===== src/rtl/shift_seq_pkg.sv =====
// rtl/shift_seq_pkg.sv - op codes, shift-register commands, amount selects and state encoding
package shift_seq_pkg;

  localparam logic [2:0] OP_SLL  = 3'b000;
  localparam logic [2:0] OP_SRL  = 3'b001;
  localparam logic [2:0] OP_SRA  = 3'b010;
  localparam logic [2:0] OP_SLLV = 3'b011;
  localparam logic [2:0] OP_SRLV = 3'b100;
  localparam logic [2:0] OP_SRAV = 3'b101;
  localparam logic [2:0] OP_LUI  = 3'b110;
  localparam logic [2:0] OP_SRAM = 3'b111;

  localparam logic [2:0] NOP  = 3'b000;
  localparam logic [2:0] LOAD = 3'b001;
  localparam logic [2:0] LEFT = 3'b010;
  localparam logic [2:0] RLOG = 3'b011;
  localparam logic [2:0] RARI = 3'b100;

  localparam logic [1:0] SEL_SHAMT = 2'b00;
  localparam logic [1:0] SEL_RS    = 2'b01;
  localparam logic [1:0] SEL_MEM   = 2'b10;
  localparam logic [1:0] SEL_C16   = 2'b11;

  typedef enum logic [1:0] {
    ST_IDLE  = 2'b00,
    ST_LOAD  = 2'b01,
    ST_SHIFT = 2'b10,
    ST_DONE  = 2'b11
  } state_t;

endpackage


===== src/rtl/shift_op_decode.sv =====
// rtl/shift_op_decode.sv - op to amount select, data source and direction command
module shift_op_decode
  import shift_seq_pkg::*;
(
  input  logic [2:0] op,
  output logic [1:0] shift_sel,
  output logic       shift_src,
  output logic [2:0] dir
);

  always_comb begin
    shift_sel = SEL_SHAMT;
    shift_src = 1'b0;
    dir       = NOP;
    case (op)
      OP_SLL:  begin shift_sel = SEL_SHAMT; shift_src = 1'b0; dir = LEFT; end
      OP_SRL:  begin shift_sel = SEL_SHAMT; shift_src = 1'b0; dir = RLOG; end
      OP_SRA:  begin shift_sel = SEL_SHAMT; shift_src = 1'b0; dir = RARI; end
      OP_SLLV: begin shift_sel = SEL_RS;    shift_src = 1'b0; dir = LEFT; end
      OP_SRLV: begin shift_sel = SEL_RS;    shift_src = 1'b0; dir = RLOG; end
      OP_SRAV: begin shift_sel = SEL_RS;    shift_src = 1'b0; dir = RARI; end
      OP_LUI:  begin shift_sel = SEL_C16;   shift_src = 1'b1; dir = LEFT; end
      OP_SRAM: begin shift_sel = SEL_MEM;   shift_src = 1'b1; dir = RARI; end
      default: begin shift_sel = SEL_SHAMT; shift_src = 1'b0; dir = NOP;  end
    endcase
  end

endmodule


===== src/rtl/shift_sequencer.sv =====
// rtl/shift_sequencer.sv - load/shift/done sequencer for the shift-register datapath
// Optional zero-amount skip of the SHIFT state: SHIFT_ZERO_SKIP_EN
module shift_sequencer
  import shift_seq_pkg::*;
#(
  parameter int SHAMT_W   = 5,
  parameter int CONST_AMT = 16
) (
  input  logic               clk,
  input  logic               reset,
  input  logic               start,
  input  logic [2:0]         op,
  input  logic [SHAMT_W-1:0] shamt,
  input  logic [SHAMT_W-1:0] rs_amt,
  input  logic [SHAMT_W-1:0] mem_amt,
  output logic               busy,
  output logic               done,
  output logic [1:0]         shift_sel,
  output logic               shift_src,
  output logic [2:0]         shift_ctrl
);

  localparam logic [SHAMT_W-1:0] CONST_V = CONST_AMT[SHAMT_W-1:0];

  state_t             state_q, state_d;
  logic [2:0]         op_q;
  logic [2:0]         dec_op;
  logic [1:0]         dec_sel;
  logic               dec_src;
  logic [2:0]         dec_dir;
  logic [SHAMT_W-1:0] sel_amt;
  logic               amt_zero_q;
  logic               accept;

  logic               busy_d, done_d, src_d;
  logic [1:0]         sel_d;
  logic [2:0]         ctrl_d;

  // Decode live op on the accepting edge, the frozen copy afterwards
  assign accept = (state_q == ST_IDLE) && start;
  assign dec_op = (state_q == ST_IDLE) ? op : op_q;

  shift_op_decode u_dec (
    .op        (dec_op),
    .shift_sel (dec_sel),
    .shift_src (dec_src),
    .dir       (dec_dir)
  );

  always_comb begin
    sel_amt = shamt;
    case (dec_sel)
      SEL_SHAMT: sel_amt = shamt;
      SEL_RS:    sel_amt = rs_amt;
      SEL_MEM:   sel_amt = mem_amt;
      SEL_C16:   sel_amt = CONST_V;
      default:   sel_amt = shamt;
    endcase
  end

  always_ff @(posedge clk or negedge reset) begin
    if (!reset) begin
      op_q       <= OP_SLL;
      amt_zero_q <= 1'b0;
    end else if (accept) begin
      op_q       <= op;
      amt_zero_q <= (sel_amt == '0);
    end
  end

  always_ff @(posedge clk or negedge reset) begin
    if (!reset) state_q <= ST_IDLE;
    else        state_q <= state_d;
  end

  always_comb begin
    state_d = state_q;
    case (state_q)
      ST_IDLE:  state_d = start ? ST_LOAD : ST_IDLE;
`ifdef SHIFT_ZERO_SKIP_EN
      ST_LOAD:  state_d = amt_zero_q ? ST_DONE : ST_SHIFT;
`else
      ST_LOAD:  state_d = ST_SHIFT;
`endif
      ST_SHIFT: state_d = ST_DONE;
      ST_DONE:  state_d = ST_IDLE;
      default:  state_d = ST_IDLE;
    endcase
  end

`ifndef SHIFT_ZERO_SKIP_EN
  logic unused_amt_zero;
  assign unused_amt_zero = amt_zero_q;
`endif

  // Outputs are computed for the state being entered and registered with it
  always_comb begin
    busy_d = 1'b0;
    done_d = 1'b0;
    sel_d  = SEL_SHAMT;
    src_d  = 1'b0;
    ctrl_d = NOP;
    case (state_d)
      ST_LOAD: begin
        busy_d = 1'b1;
        sel_d  = dec_sel;
        src_d  = dec_src;
        ctrl_d = LOAD;
      end
      ST_SHIFT: begin
        busy_d = 1'b1;
        sel_d  = dec_sel;
        src_d  = dec_src;
        ctrl_d = dec_dir;
      end
      ST_DONE: begin
        done_d = 1'b1;
        sel_d  = dec_sel;
        src_d  = dec_src;
      end
      default: ;
    endcase
  end

  always_ff @(posedge clk or negedge reset) begin
    if (!reset) begin
      busy       <= 1'b0;
      done       <= 1'b0;
      shift_sel  <= SEL_SHAMT;
      shift_src  <= 1'b0;
      shift_ctrl <= NOP;
    end else begin
      busy       <= busy_d;
      done       <= done_d;
      shift_sel  <= sel_d;
      shift_src  <= src_d;
      shift_ctrl <= ctrl_d;
    end
  end

endmodule


===== config.mk =====
export PLATFORM = sky130hd
export DESIGN_NAME = shift_sequencer
export DESIGN_NICKNAME = d
export VERILOG_FILES = /design/src/rtl/shift_seq_pkg.sv /design/src/rtl/shift_op_decode.sv /design/src/rtl/shift_sequencer.sv
export SDC_FILE = /design/constraint.sdc
export NUM_CORES = 1
export LEC_CHECK = 0
export CAP_MARGIN = 20
export CORE_UTILIZATION = 39
export CTS_BUF_LIST = sky130_fd_sc_hd__clkbuf_8
export DETAILED_ROUTE_END_ITERATION = 8
export GPL_TIMING_DRIVEN = 0
export MAX_ROUTING_LAYER = met4
export PLACE_DENSITY_LB_ADDON = 0.2
export SLEW_MARGIN = 5
export SYNTH_ARGS = -nofsm -noshare
export SYNTH_HDL_FRONTEND = slang
export SYNTH_SLANG_ARGS = --single-unit
export TNS_END_PERCENT = 50

===== constraint.sdc =====
create_clock -name clk -period 1.7 [get_ports clk]
set_input_delay 0.425 -clock clk [delete_from_list [all_inputs] [get_ports clk]]
set_output_delay 0.425 -clock clk [all_outputs]
set_load 0.1 [all_outputs]

* After elaboration in Yosys (flattened, before gate mapping) *
Memory sizes are Yosys's and may differ from the RTL's.
Cells that the tools add are included.

storage, ports and cells
  register bits after elaboration = 13
  bits in latches = 0
  RAM bits = 0
  ROM bits = 48
  bits of input ports = 21
  output and inout bits = 8
  word-level logic and storage cells = 26
  memories kept = 1

memory list
  name             depth  bits a word  rd ports  clocked after Yosys merged registers in  write ports  RTL line               text
  (no name shown)  8      6            1         0                                        0            shift_op_decode.sv:15  case (op)

operators by class
  $add $sub $neg = 0
  $mul = 0
  divide/modulo/power cells = 0
  $lt $le $gt $ge = 0
  eq/ne operators = 6
  shift-type cells = 0
  multiplexer cells = 8
  bitwise operators = 0
  reductions and logical operators = 4

operator list
  operator              number
  $eq A2 B2 Y1 const B  4
  $pmux W2 S4           1
  $pmux W3 S2           1
  $eq A2 B1 Y1 const B  2
  $mux W1               4
  $mux W3               1
  $reduce_or A3 Y1      1
  $logic_not A2 Y1      1
  $mux W2               1
  $reduce_or A2 Y1      1
  $logic_and A1 B1 Y1   1

* Depth between registers and ports, before layout *
  word-level depth = 5
  depth in mapped cells = 6
  mapped depth without buffers = 5

* Cells and area by module *
Synthesis repeated with hierarchy kept, for this count alone.

second synthesis, totals
  cells, all modules = 46
  area, all modules = 581.8 µm²

modules (own cells, without submodules)
  module           instances  cells an instance  area each (µm²)  seq. area each (µm²)
  shift_sequencer  1          36                 519.2            325.3
  shift_op_decode  1          10                 62.6             0.0

* Least setup slack after synthesis *
No wires, ideal clock.

  path kind = reg-to-output
  start point = reg shift_sel[1]
  end point = out shift_sel[1]
  data arrival time = 1324 ps
  data required time = 1275 ps
  path slack = -49 ps
  cell stages (with the launch flop) = 2
  path buffers = 1
  path through = dfrtp_1 -> buf_4

RTL lines
  element                 RTL line                text
  from (decl)             shift_sequencer.sv:18   output logic [1:0] shift_sel,
  from (signal assigned)  shift_sequencer.sv:135  shift_sel <= sel_d;

No word-level cell between the ends.

* Final worst setup path *
  start point = reg shift_sel[1]
  end point = out shift_sel[1]

No word-level cell between the ends.

==> summary.txt <==
Die
  – Number of top-level pins: 29
  – Die Footprint: 1560 µm²
  – Chip height: 39.4 µm
  – Total number of placement rows: 13
  – Starting density of the core: between 40% and 50%
  – CORE AREA: 1300 µm²
  – Width of the die: 39.4 µm

Clocking
  – Number of buffers added by the clock tree synthesis step: 3
  – Clk Latency, worst-skew pair: roughly 0.23 ns
  – Clock tree from TritonCTS: built
  – Sink Count: 12
  – Clock Pin Slew Worst Setup and Hold Paths: 0.05 ns
  – Max Root-Sink Buffers: 2
  – Clock root cell: sky130_fd_sc_hd__clkbuf_8
  – Level count of the clock H-tree: 1
  – Number of post-CTS setup repair buffers: 0

Worst setup path
  – Setup crit start: shift_sel[1]$_DFF_PN0_
  – Peak per-stage delay on the critical path: about 0.54 ns
  – Termination of the worst setup path: shift_sel[1]
  – Data required, critical path: 1.27 ns
  – Worst reg2reg endpoint: shift_sel[0]$_DFF_PN0_
  – Critical path startpoint category: flop
  – Setup Crit Path Kind: flop to output port
  – Ordered cell list for the critical path: buf_4 -> clkdlybuf4s15_2
  – Slowest cell on crit path: sky130_fd_sc_hd__clkdlybuf4s15_2
  – Beginning of the worst register-to-register path: state_q[0]$_DFF_PN0_
  – Worst setup slack for register-to-register paths: 0.16 ns
  – Maximum fanout along the worst path: 2
  – Data arrival time of the critical path: 1.22 ns
  – Critical path capture point type: output port
  – Depth of the worst register-to-register path: 6

GRT
  – First-pass GRT wire length: approximately 1300 µm
  – Vias in the first global route: 325
  – Number of antenna violations at the first check in global routing: 0
  – Residual overflow from global routing: 0
  – Maximum number of pins on one net before global-route repair: 13
  – Total GRT Usage: between 10% and 20%

Synthesis
  – Synthesized Nets: 64
  – Mapped cell area: 547 µm²
  – Yosys reg bits: 12
  – Yosys warns: 0
  – Syn_area_per_cell: 13.7 µm²
  – Gate count of the mapped netlist: 40
  – Sequential area share after synthesis: 54.9%
  – Post-synthesis cell type count: 22

Job
  – Max capacitance violation total: 0

Hold path
  – Path class of the lowest-slack min-delay path: primary input to async pin

Drt
  – Residual DRC count: 0
  – Post-detailed-route count of antenna-violating nets: 0
  – WL per Instance: 12.4 µm
  – Aggregate routed wire length: 890 µm
  – First-pass iteration count of the detailed router: 2
  – Number of vias per cell: 4.81
  – Routed via count: between 300 and 400
  – Detailed router's first-iteration violation count: 4

Placement
  – Number of input and output port buffers inserted: 13
  – Final weighted congestion of routability-driven global placement: 0.742
  – HPWL after detailed placement: roughly 670 µm
  – Total cell area at the placement stage: roughly 700 µm²

STA
  – Maximum clock frequency: 608 MHz
  – Final-report hold violation count: 0
  – Max transition margin: 63.9%
  – Fraction of the cycle the final worst path needs: 96.7%
  – Final Max Tran Viols: 0
  – Min Tclk post-route: 1.64 ns
  – Clk_skew: 0.000614 ns
  – Final-report setup violation count: 0
  – Unrepaired setup endpoints after global routing: false
  – Slew @ Worst Pin: 0.544 ns

Cells and area
  – Final nets: 82
  – Layout cell share with drive strength beyond 1: 31.6%
  – Inserted Diodes: 0
  – Number of inserted filler cells in the final layout: 102
  – Area added between synthesis and finish: 39.4%
  – Final cell area excluding filler cells: 762 µm²

Status
  – Run status: finished, final reports clean
routing by layer:
layer  vias up  routed length (µm)  global-route usage, %  share of wire [%]
li1        168                   -                      -                  -
met3         3                  50                   5.11                5.6
met5         -                   0                      -                  0
met4         0                   7                   2.59               0.79
met1       162                 350                   15.2                 39
met2        13                 481                   23.8                 54
cell usage after synthesis (all sizes together):
cell type	n	area share (%)
buf	2	3.4
ha	3	6.9
dfrtp	12	55
or2	2	2.3
o21a	1	1.4
nor2	1	0.69
inv	2	1.4
a21boi	1	1.4
nand3b	1	1.4
nand2	1	0.69
a31o	1	1.6
mux2i	3	8.5
xor2	1	1.6
nor2b	1	1.1
and3	1	1.1
mux2	4	8.9
nor3	3	2.7
metrics by stage:
step	instances	worst slack, ns	hold slack (ns)	setup TNS [ns]	utilization, %
3_3_place_gp	68	-0.264	0.474	-1.33	53.6
5_1_grt	72	0.0193	0.538	0	58.6
2_1_floorplan	40	0.238	0.129	0	-
6_report	72	0.0555	0.531	0	58.6
3_5_place_dp	68	-0.273	0.483	-1.40	53.6
4_1_cts	72	0.0487	0.521	0	58.6
layout by cell type (no fill, tap or decap), types with 2 or more instances in the layout:
master / count
sky130_fd_sc_hd__nor3_1: 3
sky130_fd_sc_hd__clkdlybuf4s50_1: 5
sky130_fd_sc_hd__clkbuf_8: 4
sky130_fd_sc_hd__clkdlybuf4s15_2: 8
sky130_fd_sc_hd__mux2_1: 3
sky130_fd_sc_hd__ha_1: 3
sky130_fd_sc_hd__dfrtp_1: 11
sky130_fd_sc_hd__inv_1: 2
state kept, by name, summed over array words and instances, names as in the netlist:
name        count
op_q            3
shift_ctrl      3
shift_sel       2
state_q         2
busy            1
done            1
repair_timing:
| action | in CTS | in global routing |
|---|---|---|
| resized for setup | 24 | 0 |
| hold buffers | 0 | 0 |
| endpoints found under the setup margin | 8 | 0 |
cell type report:
class | count | area (µm²) | area share [%]
clock buffers | 4 | 55.1 | 7.22
repair buffers | 13 | 140 | 18.4
multi-input cells | 24 | 220 | 28.9
plain buffers | 2 | 18.8 | 2.46
inverters | 2 | 7.51 | 0.985
flip-flops and latches | 12 | 302 | 39.6
well taps | 15 | 18.8 | 2.46
critical path: cells and delay by family (launching register included):
kind                   cells  cell delay (ns)
DFF                        1             0.35
buffers and inverters      2             0.64
how the worst min path moves through the flow:
stage,endpoint,slack (ns),start,cells after the start
floorplan,busy$_DFF_PN0_,0.13,reset,0
CTS,op_q[1]$_DFFE_PN0P_,0.52,op_q[1]$_DFFE_PN0P_,1
global route,op_q[1]$_DFFE_PN0P_,0.54,op_q[1]$_DFFE_PN0P_,1
finish,shift_ctrl[1]$_DFF_PN0_,0.53,reset,1
detailed placement,op_q[1]$_DFFE_PN0P_,0.48,op_q[1]$_DFFE_PN0P_,1
global placement,op_q[1]$_DFFE_PN0P_,0.47,op_q[1]$_DFFE_PN0P_,1
cell families after synthesis:
family	after synthesis	share of synthesized area (%)
buf+inv	4	4.81
flops	12	54.9
compound gates	3	4.35
xor+xnor	1	1.60
mux	7	17.4
fa+ha+maj	3	6.87
simple gates	10	10.1
Power is left out: the tool's default activity adds up to more than one toggle a clock period on the data nets, which glitch-free logic cannot reach.
